===== config.mk =====
export PLATFORM = sky130hd
export DESIGN_NAME = regfile_sb
export DESIGN_NICKNAME = d
export VERILOG_FILES = /design/src/rtl/regfile_sb.sv
export SDC_FILE = /design/constraint.sdc
export NUM_CORES = 1
export LEC_CHECK = 0
export CAP_MARGIN = 10
export CORE_MARGIN = 3
export CORE_UTILIZATION = 56
export CTS_CLUSTER_DIAMETER = 120
export DETAILED_ROUTE_END_ITERATION = 8
export PLACE_DENSITY = 0.83
export SKIP_CTS_REPAIR_TIMING = 1
export SYNTH_ARGS = -nofsm -noshare
export SYNTH_HDL_FRONTEND = slang
export SYNTH_SLANG_ARGS = --single-unit

===== constraint.sdc =====
create_clock -name clk -period 5.55 [get_ports clk]
set_input_delay 1.11 -clock clk [delete_from_list [all_inputs] [get_ports clk]]
set_output_delay 1.11 -clock clk [all_outputs]
set_load 0.03 [all_outputs]

===== src/rtl/regfile_sb.sv =====
// Purpose : DEPTH x WIDTH register file with dual combinational read, one synchronous
//           write, optional hardwired-zero r0, same-cycle write bypass and a per-register
//           pending-write scoreboard (reserve at issue, release at writeback).
// Latency : reads/busy/hazard are combinational; write and reserve take effect at the
//           next rising edge; rsv_err and pending_cnt are registered (one cycle after).
// Backpr. : none inside the block; issue logic must hold while hazard=1.
// Ports   : clk/rst (sync, active-high); ra_*/rb_* read ports with data and busy;
//           hazard = ra_busy|rb_busy; wr_* write port; rsv_* reservation port with
//           rsv_err pulse; pending_cnt popcount; dbg_r1/dbg_r2 raw views of r1/r2.
module regfile_sb #(
   parameter int WIDTH      = 16,
   parameter int DEPTH      = 8,
   parameter int ZERO_REG   = 1,
   parameter int INIT_INDEX = 1,
   parameter int BYPASS     = 1,
   localparam int AW        = $clog2(DEPTH)
) (
   input  logic             clk,
   input  logic             rst,
   input  logic [AW-1:0]    ra_addr,
   input  logic [AW-1:0]    rb_addr,
   output logic [WIDTH-1:0] ra_data,
   output logic [WIDTH-1:0] rb_data,
   output logic             ra_busy,
   output logic             rb_busy,
   output logic             hazard,
   input  logic             wr_en,
   input  logic [AW-1:0]    wr_addr,
   input  logic [WIDTH-1:0] wr_data,
   input  logic             rsv_en,
   input  logic [AW-1:0]    rsv_addr,
   output logic             rsv_err,
   output logic [AW:0]      pending_cnt,
   output logic [WIDTH-1:0] dbg_r1,
   output logic [WIDTH-1:0] dbg_r2
);

   logic [WIDTH-1:0] regs_q [DEPTH];
   logic [WIDTH-1:0] regs_d [DEPTH];
   logic [DEPTH-1:0] pending_q, pending_d;
   logic             rsv_err_q, rsv_err_d;
   logic [AW:0]      pending_cnt_q, pending_cnt_d;

   // Effective write/reserve: accesses to a hardwired r0 are discarded up front so
   // neither the storage, the scoreboard nor the bypass ever sees them.
   logic wr_eff, rsv_eff;
   assign wr_eff  = wr_en  && !((ZERO_REG != 0) && (wr_addr  == '0));
   assign rsv_eff = rsv_en && !((ZERO_REG != 0) && (rsv_addr == '0));

   always_comb begin
      regs_d        = regs_q;
      pending_d     = pending_q;
      pending_cnt_d = '0;
      if (wr_eff) begin
         regs_d[wr_addr]    = wr_data;
         pending_d[wr_addr] = 1'b0;
      end
      // Reservation is applied after the write so a same-address pair leaves the
      // register pending: the new in-flight producer owns the destination.
      if (rsv_eff) begin
         pending_d[rsv_addr] = 1'b1;
      end
      // A double reservation is only an error if the bit is not being released by a
      // writeback in the same cycle.
      rsv_err_d = rsv_eff && pending_q[rsv_addr] && !(wr_eff && (wr_addr == rsv_addr));
      for (int i = 0; i < DEPTH; i++) begin
         pending_cnt_d = pending_cnt_d + (AW+1)'(pending_d[i]);
      end
   end

   always_ff @(posedge clk) begin
      if (rst) begin
         for (int i = 0; i < DEPTH; i++) begin
            regs_q[i] <= (INIT_INDEX != 0) ? WIDTH'(i) : '0;
         end
         pending_q     <= '0;
         rsv_err_q     <= 1'b0;
         pending_cnt_q <= '0;
      end else begin
         regs_q        <= regs_d;
         pending_q     <= pending_d;
         rsv_err_q     <= rsv_err_d;
         pending_cnt_q <= pending_cnt_d;
      end
   end

   // Read ports: zero register first, then same-cycle bypass, then storage.
   logic zero_a, zero_b, byp_a, byp_b;
   assign zero_a = (ZERO_REG != 0) && (ra_addr == '0);
   assign zero_b = (ZERO_REG != 0) && (rb_addr == '0);
   assign byp_a  = (BYPASS != 0) && wr_eff && (wr_addr == ra_addr);
   assign byp_b  = (BYPASS != 0) && wr_eff && (wr_addr == rb_addr);

   assign ra_data = zero_a ? '0 : (byp_a ? wr_data : regs_q[ra_addr]);
   assign rb_data = zero_b ? '0 : (byp_b ? wr_data : regs_q[rb_addr]);

   // A bypassed write is the release of the reservation, so the consumer may proceed.
   assign ra_busy = !zero_a && !byp_a && pending_q[ra_addr];
   assign rb_busy = !zero_b && !byp_b && pending_q[rb_addr];
   assign hazard  = ra_busy | rb_busy;

   assign rsv_err     = rsv_err_q;
   assign pending_cnt = pending_cnt_q;

   // Debug views show committed storage only, never the bypass path.
   assign dbg_r1 = regs_q[1];
   generate
      if (DEPTH > 2) begin : g_dbg_r2
         assign dbg_r2 = regs_q[2];
      end else begin : g_no_r2
         assign dbg_r2 = '0;
      end
   endgenerate

endmodule


### Word-level counts from Yosys, hierarchy flattened

Cells that the tools add are included.

* bits in registers: 141

* magnitude comparators: 10
* eq/ne operators: 3
* reductions and logical operators: 25
* add/sub/neg operators: 7
* bitwise logic cells: 7
* multiplexer cells: 25

Operator list (number)
* $mux W16: 9
* $bwmux W128: 1
* $bmux W16 S3: 2
* $demux W16 S3: 1
* $add A4 B1 Y4: 4
* $lt A3 B4 Y1 const B: 4
* $mux W8: 2
* $logic_and A1 B1 Y1: 14
* $ge A4 B4 Y1 const B: 3
* $logic_not A3 Y1: 4
* $not A3 Y4: 3
* $bmux W1 S3: 3
* $eq A3 B3 Y1: 3
* $and A8 B8 Y8: 1
* $not A8 Y8: 1
* $or A8 B8 Y8: 1
* $logic_not A1 Y1: 7
* $demux W1 S3: 2
* $ge A3 B1 Y1 const B: 2
* $mux W1: 5
* $add A3 B1 Y4: 1
* $lt A4 B1 Y1 const B: 1
* $add A2 B1 Y3: 1
* $add A1 B1 Y2: 1
* $or A1 B1 Y1: 1

### Depth between registers and ports, before layout

* depth after elaboration: 16
* depth in mapped cells: 15
* mapped depth without buffers: 13

### Worst setup path after synthesis

OpenSTA, ideal clock, no wires.

* kind: input-to-reg
* from: in wr_en
* to: reg pending_cnt_q[2] (netlist: pending_cnt[2])
* path slack: 1066 ps
* data arrival time: 4356 ps
* path buffers: 2
* stages: 15
* library setup time: 128 ps
* cell sequence: buf_2 > nand2_1 > or3_1 > buf_2 > a32o_1 > fa_1 > inv_1 > fa_1 > fa_1 > inv_1 > ha_1 > inv_1 > fa_1 > xor2_1 > nor2_1

* cells in the longest elaborated chain, start to end: 11

RTL lines
* start, declared: RTL line 27 `input logic wr_en,`
* $logic_and A1 B1 Y1 *: RTL line 47 `assign wr_eff = wr_en && !((ZERO_REG != 0) && (wr_addr == '0));`
* $mux W8 *: RTL line 54 `if (wr_eff) begin`
* $or A8 B8 Y8 (no line)
* $mux W8 *: RTL line 60 `if (rsv_eff) begin`
* named net pending_d[1]: RTL line 40 `logic [DEPTH-1:0] pending_q, pending_d;`
* $add A1 B1 Y2 *: RTL line 67 `pending_cnt_d = pending_cnt_d + (AW+1)'(pending_d[i]);`
* $add A2 B1 Y3 *: RTL line 67
* $add A3 B1 Y4 *: RTL line 67
* $add A4 B1 Y4 * (4 in a row): RTL line 67
* end signal, assigned: RTL line 83 `pending_cnt_q <= pending_cnt_d;`
* end, declared: RTL line 42 `logic [AW:0] pending_cnt_q, pending_cnt_d;`

The timed path passes the listed nets; every way through them passes the cells marked *.
A chain may end at the register's enable or synchronous reset.

### Worst setup path after layout

* from: in wr_addr[2]
* to: out hazard

* cells in the longest elaborated chain, start to end: 8
* elaborated cells between the ends (all ways): 14
* classes of those cells: eq/ne (2); bitwise (1); reduce/logical (11)

RTL lines
* start, declared: RTL line 28 `input logic [AW-1:0] wr_addr,`
* $logic_not A3 Y1: RTL line 47
* $logic_not A1 Y1: RTL line 47
* $logic_and A1 B1 Y1: RTL line 47
* $logic_and A1 B1 Y1 (on tied branches): RTL line 91, 92
* $logic_not A1 Y1 (on tied branches): RTL line 98, 99
* $logic_and A1 B1 Y1 (on tied branches) (2 in a row): RTL line 98, 99
* $or A1 B1 Y1 *: RTL line 100 `assign hazard = ra_busy | rb_busy;`
* end, declared: RTL line 26 `output logic hazard,`

Mark *: on every way between the ends. The rest lies on a longest branch, timed or not.

==> reports/results.ini <==
[timing]
fin_crit_sh_pct=86.70
finalWorstSetupSlack_ps=738.4
finalSetupViolCount=0
tns_ps=0
finClkSkew_ps=5.309
maxSlewViolCount=0
slew-limit-headroom_pct=42.15
clock.fmax_mhz=207.8
hold_slack_ps=465.7
tightest_slew_ps=866.9
hold_viol=0
rsz0062_at_grt=false
post-route-min-period_ps=4812

[outcome]
status=completed

[pwr]
p_leak_nw=3.267
p_total_mw=2.530
vdd_drop_max_uv=220.2
p_per_area_mw_per_mm2=273.1

[placed_design]
place_hpwl_mm=15.78
gp_congestion=0.9212
post-place-ws_ps=452.0
place_area_mm2=0.008696
port_buffers=103
place_inst=1101

[global_route]
grt_usage_pct=29.48
grt-ovfl-total=0
grt_antenna_before_repair=0
first_global_vias=6789
grt_pass1_wl_mm=36.14
grt_max_degree=67

[critical_path]
critical_path_buf_inv_count=3
path_cells=clkdlybuf4s50_1, buf_4, o31a_1, and4_1, nor4_2, or2_1, clkdlybuf4s50_1
slowest_delay_ps=660
path_class=primary input to output port
worstPathArrival_ps=3700
crit_slowest_cell=clkdlybuf4s50_1
crit_required_ps=4440
critPathTopFamily=buffers and inverters
cpMostUsedCell=clkdlybuf4s50_1
cp-end-kind=output port
cp_max_fo=11
crit_start=wr_addr[2]
start_kind=primary input
worstReg2RegStart=pending_q[1]

[synth]
avgSynthCellArea_um2=8.830
synth_ff_type=dfxtp_1
synth_seq_cells=141
synth_cell_types=40
synth_area_mm2=0.008000
syn_inst=906
yosysSeqAreaShare_pct=35.28
synth_edf_count=0
async_flop_share_pct=0
synthesis.nets=945
ys_warn_count=0

[layout]
area_growth_pct=15.80
final_common_cell=nand2_1
stdcell_count=1133
layout.nets=979
finalInstanceArea_mm2=0.009264
mostFrequentLayoutCells=228 x nand2_1, 141 x dfxtp_1, 103 x a21oi_1, 70 x clkdlybuf4s50_1, 65 x mux4_2
fin_util_pct=66.48
num_antenna_cells=0
drive_gt1_share_pct=18.15

[drt]
drc_errors=0
wl_mm=23.19
vias=7048
wl_per_cell_um=20.46
viasPerCell=6.221
first_pass_iters=6
postRouteAntennaNets=0
drtIter0Drc=932

[clock_network]
numCtsBuffers=17
clkSinkCount=141
cts_tree=done
clkSlewWorstSetupHoldPaths_ps=60
cts_root_buf=clkbuf_16
htree_levels=4
cts.path.max_buffers=2
clkLatencyLatePin_ps=430

[die]
ios=104
die_x_um=125.5
die_height_um=125.5
core_area_mm2=0.01393
initial_core_util_pct=57.41
num_rows=43
die_area_mm2=0.01576

[hold_path]
hp-class=flop to flop
hp-start=regs_q[23]

[flow_run]
drv_cap=0

==> worst register-to-register path: stages, from the launching register on <==
cell and delay (ps):
dfxtp_1 350, a32o_1 260, fa_1 540, inv_1 60
fa_1 510, fa_1 410, inv_1 70, ha_1 160
inv_1 70, fa_1 430, xor2_1 140, nor2_1 60
==> state kept, by name (all words and copies together), names as in the netlist <==
signal       count
rsv_err          1
dbg_r1          16
dbg_r2          16
pending_cnt      4
pending_q        8
regs_q          96
==> final timing paths <==
kind	end	slack (ps)	cells after the start
worst max-delay path	hazard	740	7
worst min-delay path	regs_q[23]	470	2
worst max register to register	pending_cnt[2]	2360	11
worst min register to register	regs_q[23]	470	2
==> report_power, final <==
part / internal [mW] / switching [mW]
Clock: 0.674 / 0.416
Sequential: 1.04 / 0.0185
Combinational: 0.149 / 0.237
==> cell type report <==
cell class                 count  area, um^2
clock buffer                  27       513.0
clock inverter                 5       55.05
fill                        1082        4671
inverter                       7       26.28
multi-input combinational    640        4458
sequential                   141        2823
tap                          180       225.2
timing repair buffer         133        1164
==> kinds of logic (layout without fill, tap and decap cells) <==
group / Yosys count / in the layout / share of synthesized area (%)
multiplexers: 72 / 72 / 19.24
buffers and inverters: 125 / 172 / 8.993
XOR/XNOR: 10 / 10 / 1.095
flip-flops: 141 / 141 / 35.28
AND/OR/NAND/NOR: 404 / 404 / 22.80
AO/OA/AOI/OAI: 147 / 147 / 11.12
adder cells (fa/ha/maj): 7 / 7 / 1.470
==> per-layer routing <==
metal	track usage (%)	share of wire [%]
met5	0	0
met4	15.50	4.1
met1	37.33	38
met3	6.237	9.8
met2	47.55	49
==> synth_stat cells, drive strengths merged, types with 2 or more instances <==
| library cell | instances | area, um^2 |
|---|---|---|
| ha | 3 | 37.54 |
| a211oi | 34 | 285.3 |
| nor3 | 36 | 195.2 |
| nor3b | 3 | 22.52 |
| nor2b | 58 | 362.9 |
| mux4 | 65 | 1464 |
| nand2 | 228 | 855.8 |
| and4 | 3 | 26.28 |
| nand4 | 3 | 18.77 |
| xor2 | 4 | 35.03 |
| clkbuf | 43 | 161.4 |
| and3 | 2 | 12.51 |
| dfxtp | 141 | 2823 |
| inv | 7 | 26.28 |
| a32oi | 2 | 17.52 |
| a21oi | 103 | 515.5 |
| xnor2 | 6 | 52.55 |
| nand3 | 15 | 75.07 |
| nand2b | 3 | 18.77 |
| nor2 | 46 | 180.2 |
| buf | 75 | 531.8 |
| a32o | 2 | 20.02 |
| mux2i | 3 | 30.03 |
| and2 | 3 | 18.77 |
| a221oi | 2 | 17.52 |
| mux2 | 4 | 45.04 |
| nor4 | 2 | 25.02 |
| fa | 4 | 80.08 |
(Power assumes the default switching activity.)
